## src/rtl/conv_peak_scan.sv

```systemverilog
// rtl/conv_peak_scan.sv - per-line peak search over a 16-tap convolver window
//
// Streams pixels of a line into a 16-sample shift window that feeds an
// external combinational convolver, tracks the maximum convolver result over
// the line and reports its value and the column of the window centre tap.
//
// Optional feature: define CONV_PEAK_THRESH_EN to report peak_col = 11'h7FF
// whenever the line maximum is below THRESHOLD.
//
// Ports:
//   clk         in   sole clock, rising edge
//   reset_n     in   asynchronous active-low reset
//   pix_valid   in   pixel offered
//   pix_data    in   [7:0] pixel intensity
//   pix_sol     in   start of line, qualified by pix_valid
//   pix_ready   out  pixel accepted when pix_valid && pix_ready
//   window      out  [15:0][7:0] sample window, [15] newest, [0] oldest
//   convvalue   in   [16:0] convolver result for the current window
//   peak_valid  out  per-line result available
//   peak_ready  in   result consumed when peak_valid && peak_ready
//   peak_col    out  [10:0] column of window[8] at the maximum
//   peak_value  out  [16:0] maximum convvalue of the line

module conv_peak_scan #(
  parameter int          LINE_WIDTH = 640,
  parameter logic [16:0] THRESHOLD  = 17'd256
) (
  input  logic             clk,
  input  logic             reset_n,
  input  logic             pix_valid,
  input  logic [7:0]       pix_data,
  input  logic             pix_sol,
  output logic             pix_ready,
  output logic [15:0][7:0] window,
  input  logic [16:0]      convvalue,
  output logic             peak_valid,
  input  logic             peak_ready,
  output logic [10:0]      peak_col,
  output logic [16:0]      peak_value
);

  localparam logic [2:0] IDLE   = 3'd0;
  localparam logic [2:0] FILL   = 3'd1;
  localparam logic [2:0] SCAN   = 3'd2;
  localparam logic [2:0] DRAIN  = 3'd3;
  localparam logic [2:0] REPORT = 3'd4;

  // Column counter value one before the last column / the last fill column.
  localparam logic [10:0] LAST_M1 = 11'(LINE_WIDTH - 2);
  localparam logic [10:0] FILL_M1 = 11'd14;

  logic [2:0]       state_q,  state_d;
  logic [15:0][7:0] win_q,    win_d;
  logic [10:0]      col_q,    col_d;
  logic             flag_q,   flag_d;
  logic             first_q,  first_d;
  logic [16:0]      max_q,    max_d;
  logic [10:0]      maxcol_q, maxcol_d;
  logic             pv_q,     pv_d;
  logic [10:0]      pcol_q,   pcol_d;
  logic [16:0]      pval_q,   pval_d;

  logic accept;

  assign pix_ready  = (state_q == IDLE) || (state_q == FILL) || (state_q == SCAN);
  assign accept     = pix_valid && pix_ready;
  assign window     = win_q;
  assign peak_valid = pv_q;
  assign peak_col   = pcol_q;
  assign peak_value = pval_q;

  always_comb begin
    state_d  = state_q;
    win_d    = win_q;
    col_d    = col_q;
    flag_d   = 1'b0;
    first_d  = first_q;
    max_d    = max_q;
    maxcol_d = maxcol_q;
    pv_d     = pv_q;
    pcol_d   = pcol_q;
    pval_d   = pval_q;

    // Compare runs on the window that armed the flag; col_q still names
    // window[15] of that window, so window[8] sits 7 columns earlier.
    if (flag_q) begin
      if (first_q || (convvalue > max_q)) begin
        max_d    = convvalue;
        maxcol_d = col_q - 11'd7;
      end
      first_d = 1'b0;
    end

    if (accept) begin
      win_d = {pix_data, win_q[15:1]};
    end

    case (state_q)
      FILL, SCAN: begin
        if (accept && !pix_sol) begin
          col_d  = col_q + 11'd1;
          if (state_q == SCAN) begin
            flag_d = 1'b1;
            if (col_q == LAST_M1) state_d = DRAIN;
          end else if (col_q == FILL_M1) begin
            // Window now holds columns 0..15: the first full window.
            flag_d  = 1'b1;
            state_d = (LINE_WIDTH == 16) ? DRAIN : SCAN;
          end
        end
      end
      DRAIN: begin
        // Final compare lands on this edge, so publish the post-compare max.
        state_d = REPORT;
        pv_d    = 1'b1;
        pval_d  = max_d;
`ifdef CONV_PEAK_THRESH_EN
        pcol_d  = (max_d < THRESHOLD) ? 11'h7FF : maxcol_d;
`else
        pcol_d  = maxcol_d;
`endif
      end
      REPORT: begin
        if (peak_ready) begin
          state_d = IDLE;
          pv_d    = 1'b0;
        end
      end
      default: ;
    endcase

    // Start of line (fresh or restart) overrides everything, including a
    // compare pending on this edge.
    if (accept && pix_sol) begin
      state_d  = FILL;
      col_d    = 11'd0;
      flag_d   = 1'b0;
      first_d  = 1'b1;
      max_d    = 17'd0;
      maxcol_d = 11'd0;
    end
  end

  always_ff @(posedge clk or negedge reset_n) begin
    if (!reset_n) begin
      state_q  <= IDLE;
      win_q    <= '0;
      col_q    <= 11'd0;
      flag_q   <= 1'b0;
      first_q  <= 1'b0;
      max_q    <= 17'd0;
      maxcol_q <= 11'd0;
      pv_q     <= 1'b0;
      pcol_q   <= 11'd0;
      pval_q   <= 17'd0;
    end else begin
      state_q  <= state_d;
      win_q    <= win_d;
      col_q    <= col_d;
      flag_q   <= flag_d;
      first_q  <= first_d;
      max_q    <= max_d;
      maxcol_q <= maxcol_d;
      pv_q     <= pv_d;
      pcol_q   <= pcol_d;
      pval_q   <= pval_d;
    end
  end

endmodule

```

## config.mk

```make
export PLATFORM = sky130hd
export DESIGN_NAME = conv_peak_scan
export DESIGN_NICKNAME = d
export VERILOG_FILES = /design/src/rtl/conv_peak_scan.sv
export SDC_FILE = /design/constraint.sdc
export NUM_CORES = 1
export LEC_CHECK = 0
export ABC_AREA = 1
export CORE_MARGIN = 1
export CORE_UTILIZATION = 25
export DETAILED_ROUTE_END_ITERATION = 8
export SYNTH_ARGS = -nofsm -noshare
export SYNTH_HDL_FRONTEND = slang
export SYNTH_SLANG_ARGS = --single-unit
```

## constraint.sdc

```tcl
create_clock -name clk -period 5.3 [get_ports clk]
set_input_delay 1.06 -clock clk [delete_from_list [all_inputs] [get_ports clk]]
set_output_delay 1.06 -clock clk [all_outputs]
set_load 0.01 [all_outputs]
```

==> impl_metrics.env <==
export IMPL_run_status="complete, no violations"
export IMPL_clk_pin_slew_worst_paths_ns=0.06
export IMPL_finalWeightedCongestion=0.835
export IMPL_critical_path_top_delay_family="simple AND/OR/NAND/NOR gates"
export IMPL_timing_critical_path_fanout_max=29
export IMPL_synth_area_leaders="sky130_fd_sc_hd__dfrtp_1 57%, sky130_fd_sc_hd__nand2_1 22%, sky130_fd_sc_hd__inv_1 3.5%, sky130_fd_sc_hd__nand3_1 2.8%, sky130_fd_sc_hd__ha_1 2.7%"
export IMPL_number_of_antenna_violations_at_the_first_check_in_global_routing=2
export IMPL_crit_path_top_delay_cell="sky130_fd_sc_hd__nand2_4"
export IMPL_routedWlPerCell_um=13.8
export IMPL_synth_yosys_warnings=0
export IMPL_cp_slowest_stage_delay_ns=0.49
export IMPL_drt_antenna_violating_nets=0
export IMPL_top_level_port_count=188
export IMPL_viasPerCell=4.23
export IMPL_clock_tree_htree_level_count=1
export IMPL_cp_cell_sequence="clkdlybuf4s50_1, ha_1, a21o_1, nor2_1, nand2_1, nor2_1, nand2_1, nand2_1, nand2_2, nand2_4, nand2_1, nand3_1, nand2_1"
export IMPL_chipWidth_um=191
export IMPL_cp_end_kind="flip-flop"
export IMPL_grt_overflow=0
export IMPL_clock_buffer_count_from_cts=25
export IMPL_rsz0062_at_grt="no"
export IMPL_syn_area_per_cell_um2=8.39
export IMPL_overall_fraction_of_global_route_tracks_in_use_pct=13.0
export IMPL_setup_viol_count_final=0
export IMPL_arr_time_crit_path_ns=3.68
export IMPL_leakagePower_nw=6.14
export IMPL_peakVddDrop_mv=0.296
export IMPL_first_pass_grt_wire_length_mm=38.3
export IMPL_floorplan_die_height_um=191
export IMPL_wirelength_mm=23.5
export IMPL_yosysUniqueCellTypes=30
export IMPL_resize_count_post_cts=0
export IMPL_dp_final_hpwl_mm=15.4
export IMPL_grt_pass1_vias=7142
export IMPL_slew_violations=0
export IMPL_place_port_buffers=187
export IMPL_syn_area_mm2=0.00890
export IMPL_dr_first_iter_drc_count=433
export IMPL_die_outline_area_mm2=0.0363
export IMPL_slew_limit_headroom_pct=26.5
export IMPL_antenna_cells_inserted=0
export IMPL_layout_area_overhead_vs_synth_pct=35.3
export IMPL_via_count=7221
export IMPL_layout_cells_sized_above_1_pct=6.46
export IMPL_yosys_register_bits=201
export IMPL_cts_sinks=201
export IMPL_grt_max_degree=126
export IMPL_worstMarginPinSlew_ns=1.10
export IMPL_hold_path_class="reg -> reg"
export IMPL_path_buf_inv=1
export IMPL_fp_row_count=68
export IMPL_cts_root_buffer_cell="sky130_fd_sc_hd__clkbuf_16"
export IMPL_syn_num_nets=1109
export IMPL_synth_area_leader_cell="sky130_fd_sc_hd__dfrtp_1"
export IMPL_initial_utilization_pct=25.6
export IMPL_cts_hold_fix_buffers=0
export IMPL_startpoint_type="input pin"
export IMPL_path_common_cell="sky130_fd_sc_hd__nand2_1"
export IMPL_worst_clock_skew_ns=0.0247
export IMPL_coreArea_mm2=0.0348
export IMPL_period_share_pct=62.0
export IMPL_path_class="in -> reg"
export IMPL_cts_repair_timing_setup_buffer_count=0
export IMPL_number_of_instances_in_the_synthesized_netlist=1060
export IMPL_cts_tree="done"
export IMPL_worst_endpoint_required_ns=5.69
export IMPL_fin_util_pct=34.6
export IMPL_first_pass_iters=5
export IMPL_post_synth_top_area_fraction_pct=56.5
export IMPL_max_cap_viol_count=0
export IMPL_setup_tns_ns=0
export IMPL_cts_path_max_buffers=3
export IMPL_finalHoldViolCount=0
export IMPL_yosysSeqAreaShare_pct=56.5
export IMPL_fin_nets=1285
export IMPL_clk_insertion_delay_late_ns=0.53
export IMPL_drc=0
export IMPL_max_freq_mhz=304
export IMPL_final_min_clock_period_ns=3.29
export IMPL_powerDensity_mw_per_mm2=580
[worst register-to-register path, stage by stage (launching register included)]
cell and delay, ns:
sky130_fd_sc_hd__dfrtp_1 0.41, sky130_fd_sc_hd__nand2_1 0.11, sky130_fd_sc_hd__inv_1 0.06, sky130_fd_sc_hd__nor2_1 0.21, sky130_fd_sc_hd__nand2_4 0.34, sky130_fd_sc_hd__inv_4 0.59
sky130_fd_sc_hd__o21ai_0 0.37, sky130_fd_sc_hd__inv_1 0.31, sky130_fd_sc_hd__o21ai_0 0.12
[cells in the final DEF, fill, tap and decap left out, types with 2 or more instances in the layout]
cell,count
sky130_fd_sc_hd__nand2_1,520
sky130_fd_sc_hd__dfrtp_1,201
sky130_fd_sc_hd__clkdlybuf4s50_1,186
sky130_fd_sc_hd__inv_1,83
sky130_fd_sc_hd__nor2_1,51
sky130_fd_sc_hd__nand3_1,49
sky130_fd_sc_hd__clkbuf_16,25
sky130_fd_sc_hd__o21ai_0,23
sky130_fd_sc_hd__nand3_2,21
sky130_fd_sc_hd__ha_1,19
sky130_fd_sc_hd__xor2_1,8
sky130_fd_sc_hd__a21oi_1,6
sky130_fd_sc_hd__o22ai_1,6
sky130_fd_sc_hd__clkbuf_8,6
sky130_fd_sc_hd__buf_4,6
sky130_fd_sc_hd__nor3_1,5
sky130_fd_sc_hd__bufinv_16,5
sky130_fd_sc_hd__nor2_2,4
sky130_fd_sc_hd__clkbuf_1,4
sky130_fd_sc_hd__nand2_2,3
sky130_fd_sc_hd__nand2_4,2
sky130_fd_sc_hd__a21o_1,2
sky130_fd_sc_hd__a31oi_1,2
sky130_fd_sc_hd__nand4_1,2
sky130_fd_sc_hd__clkinvlp_4,2
[per-stage QoR]
step	std cells	instance area [µm²]	hold slack (ns)	total power (W)	worst slack, ns
floorplan	1060	8900	0.507	0.00382	2.82
global placement	1664	11100	0.462	0.00516	1.41
detailed placement	1664	11100	0.465	0.00520	1.45
CTS	1708	12000	0.477	0.00712	2.01
global route	1708	12000	0.503	0.00749	1.72
finish	1708	12000	0.474	0.00699	2.01
[flip-flops by register name, indices dropped and copies added (netlist names)]
| register | flops |
|---|---|
| state_q | 3 |
| flag_q | 1 |
| peak_col | 11 |
| max_q | 17 |
| first_q | 1 |
| peak_value | 17 |
| peak_valid | 1 |
| col_q | 11 |
| maxcol_q | 11 |
| window | 128 |
[cell usage after synthesis]
library cell / number
sky130_fd_sc_hd__buf_2: 30
sky130_fd_sc_hd__nor3_4: 1
sky130_fd_sc_hd__o21ai_0: 23
sky130_fd_sc_hd__o211ai_1: 1
sky130_fd_sc_hd__clkbuf_1: 6
sky130_fd_sc_hd__a21oi_1: 6
sky130_fd_sc_hd__dfrtp_1: 201
sky130_fd_sc_hd__nand2_1: 521
sky130_fd_sc_hd__nor2_1: 53
sky130_fd_sc_hd__nand4_1: 2
sky130_fd_sc_hd__a21o_1: 2
sky130_fd_sc_hd__nand2_4: 1
sky130_fd_sc_hd__buf_12: 2
sky130_fd_sc_hd__nor2_2: 2
sky130_fd_sc_hd__nor3_1: 5
sky130_fd_sc_hd__buf_6: 5
sky130_fd_sc_hd__ha_1: 19
sky130_fd_sc_hd__o22ai_1: 6
sky130_fd_sc_hd__xnor2_1: 1
sky130_fd_sc_hd__a31oi_1: 2
sky130_fd_sc_hd__a211oi_1: 1
sky130_fd_sc_hd__nand3_1: 49
sky130_fd_sc_hd__nand3b_1: 1
sky130_fd_sc_hd__nand2_2: 3
sky130_fd_sc_hd__o32ai_1: 1
sky130_fd_sc_hd__buf_4: 2
sky130_fd_sc_hd__nand3_2: 21
sky130_fd_sc_hd__xor2_1: 8
sky130_fd_sc_hd__inv_2: 1
sky130_fd_sc_hd__inv_1: 84
[per-layer routing]
| layer | GRT usage [%] | wire length (µm) |
|---|---|---|
| met2 | 20.5 | 10800 |
| met4 | 3.26 | 529 |
| met3 | 3.48 | 1430 |
| met5 | 0 | 12 |
| met1 | 17.5 | 10800 |
[worst paths after layout]
path | cells past startpoint | slack [ns] | to | startpoint
hold reg to reg | 2 | 0.47 | window[3]$_DFFE_PN0N_ | window[3]$_DFFE_PN0N_
hold / removal | 2 | 0.47 | window[3]$_DFFE_PN0N_ | window[3]$_DFFE_PN0N_
min in group asynchronous | 1 | 0.72 | peak_col[4]$_DFFE_PN0P_ | reset_n
max in group asynchronous | 2 | 3.56 | window[61]$_DFFE_PN0N_ | reset_n
setup reg to reg | 8 | 2.63 | col_q[0]$_DFFE_PN0P_ | state_q[0]$_DFFE_PN0P_
setup / recovery | 13 | 2.01 | peak_col[10]$_DFFE_PN0P_ | convvalue[16]
[layout make-up]
type | instances | area [µm²]
Fill cell | 3567 | 22800
Sequential cell | 201 | 5030
Multi-Input combinational cell | 729 | 3280
Timing Repair Buffer | 194 | 1940
Clock buffer | 34 | 709
Tap cell | 455 | 569
Inverter | 85 | 322
Clock inverter | 10 | 188
[report_power, final]
part	internal [W]	total, W	switching [W]
Sequential	0.00213	0.00255	0.000419
Clock	0.00118	0.00185	0.000672
Combinational	0.00122	0.00259	0.00136
Total	0.00453	0.00699	0.00245
[logic make-up after synthesis]
| group | after synthesis | synth area share, % |
|---|---|---|
| AOI/OAI and AO/OA | 42 | 2.63 |
| xor gates and xnor gates | 9 | 0.886 |
| DFF | 201 | 56.5 |
| buffers and inverters | 130 | 6.78 |
| adders and majority gates | 19 | 2.67 |
| and+or+nand+nor | 659 | 30.5 |
No activity file was read; power rests on OpenSTA's default activity.
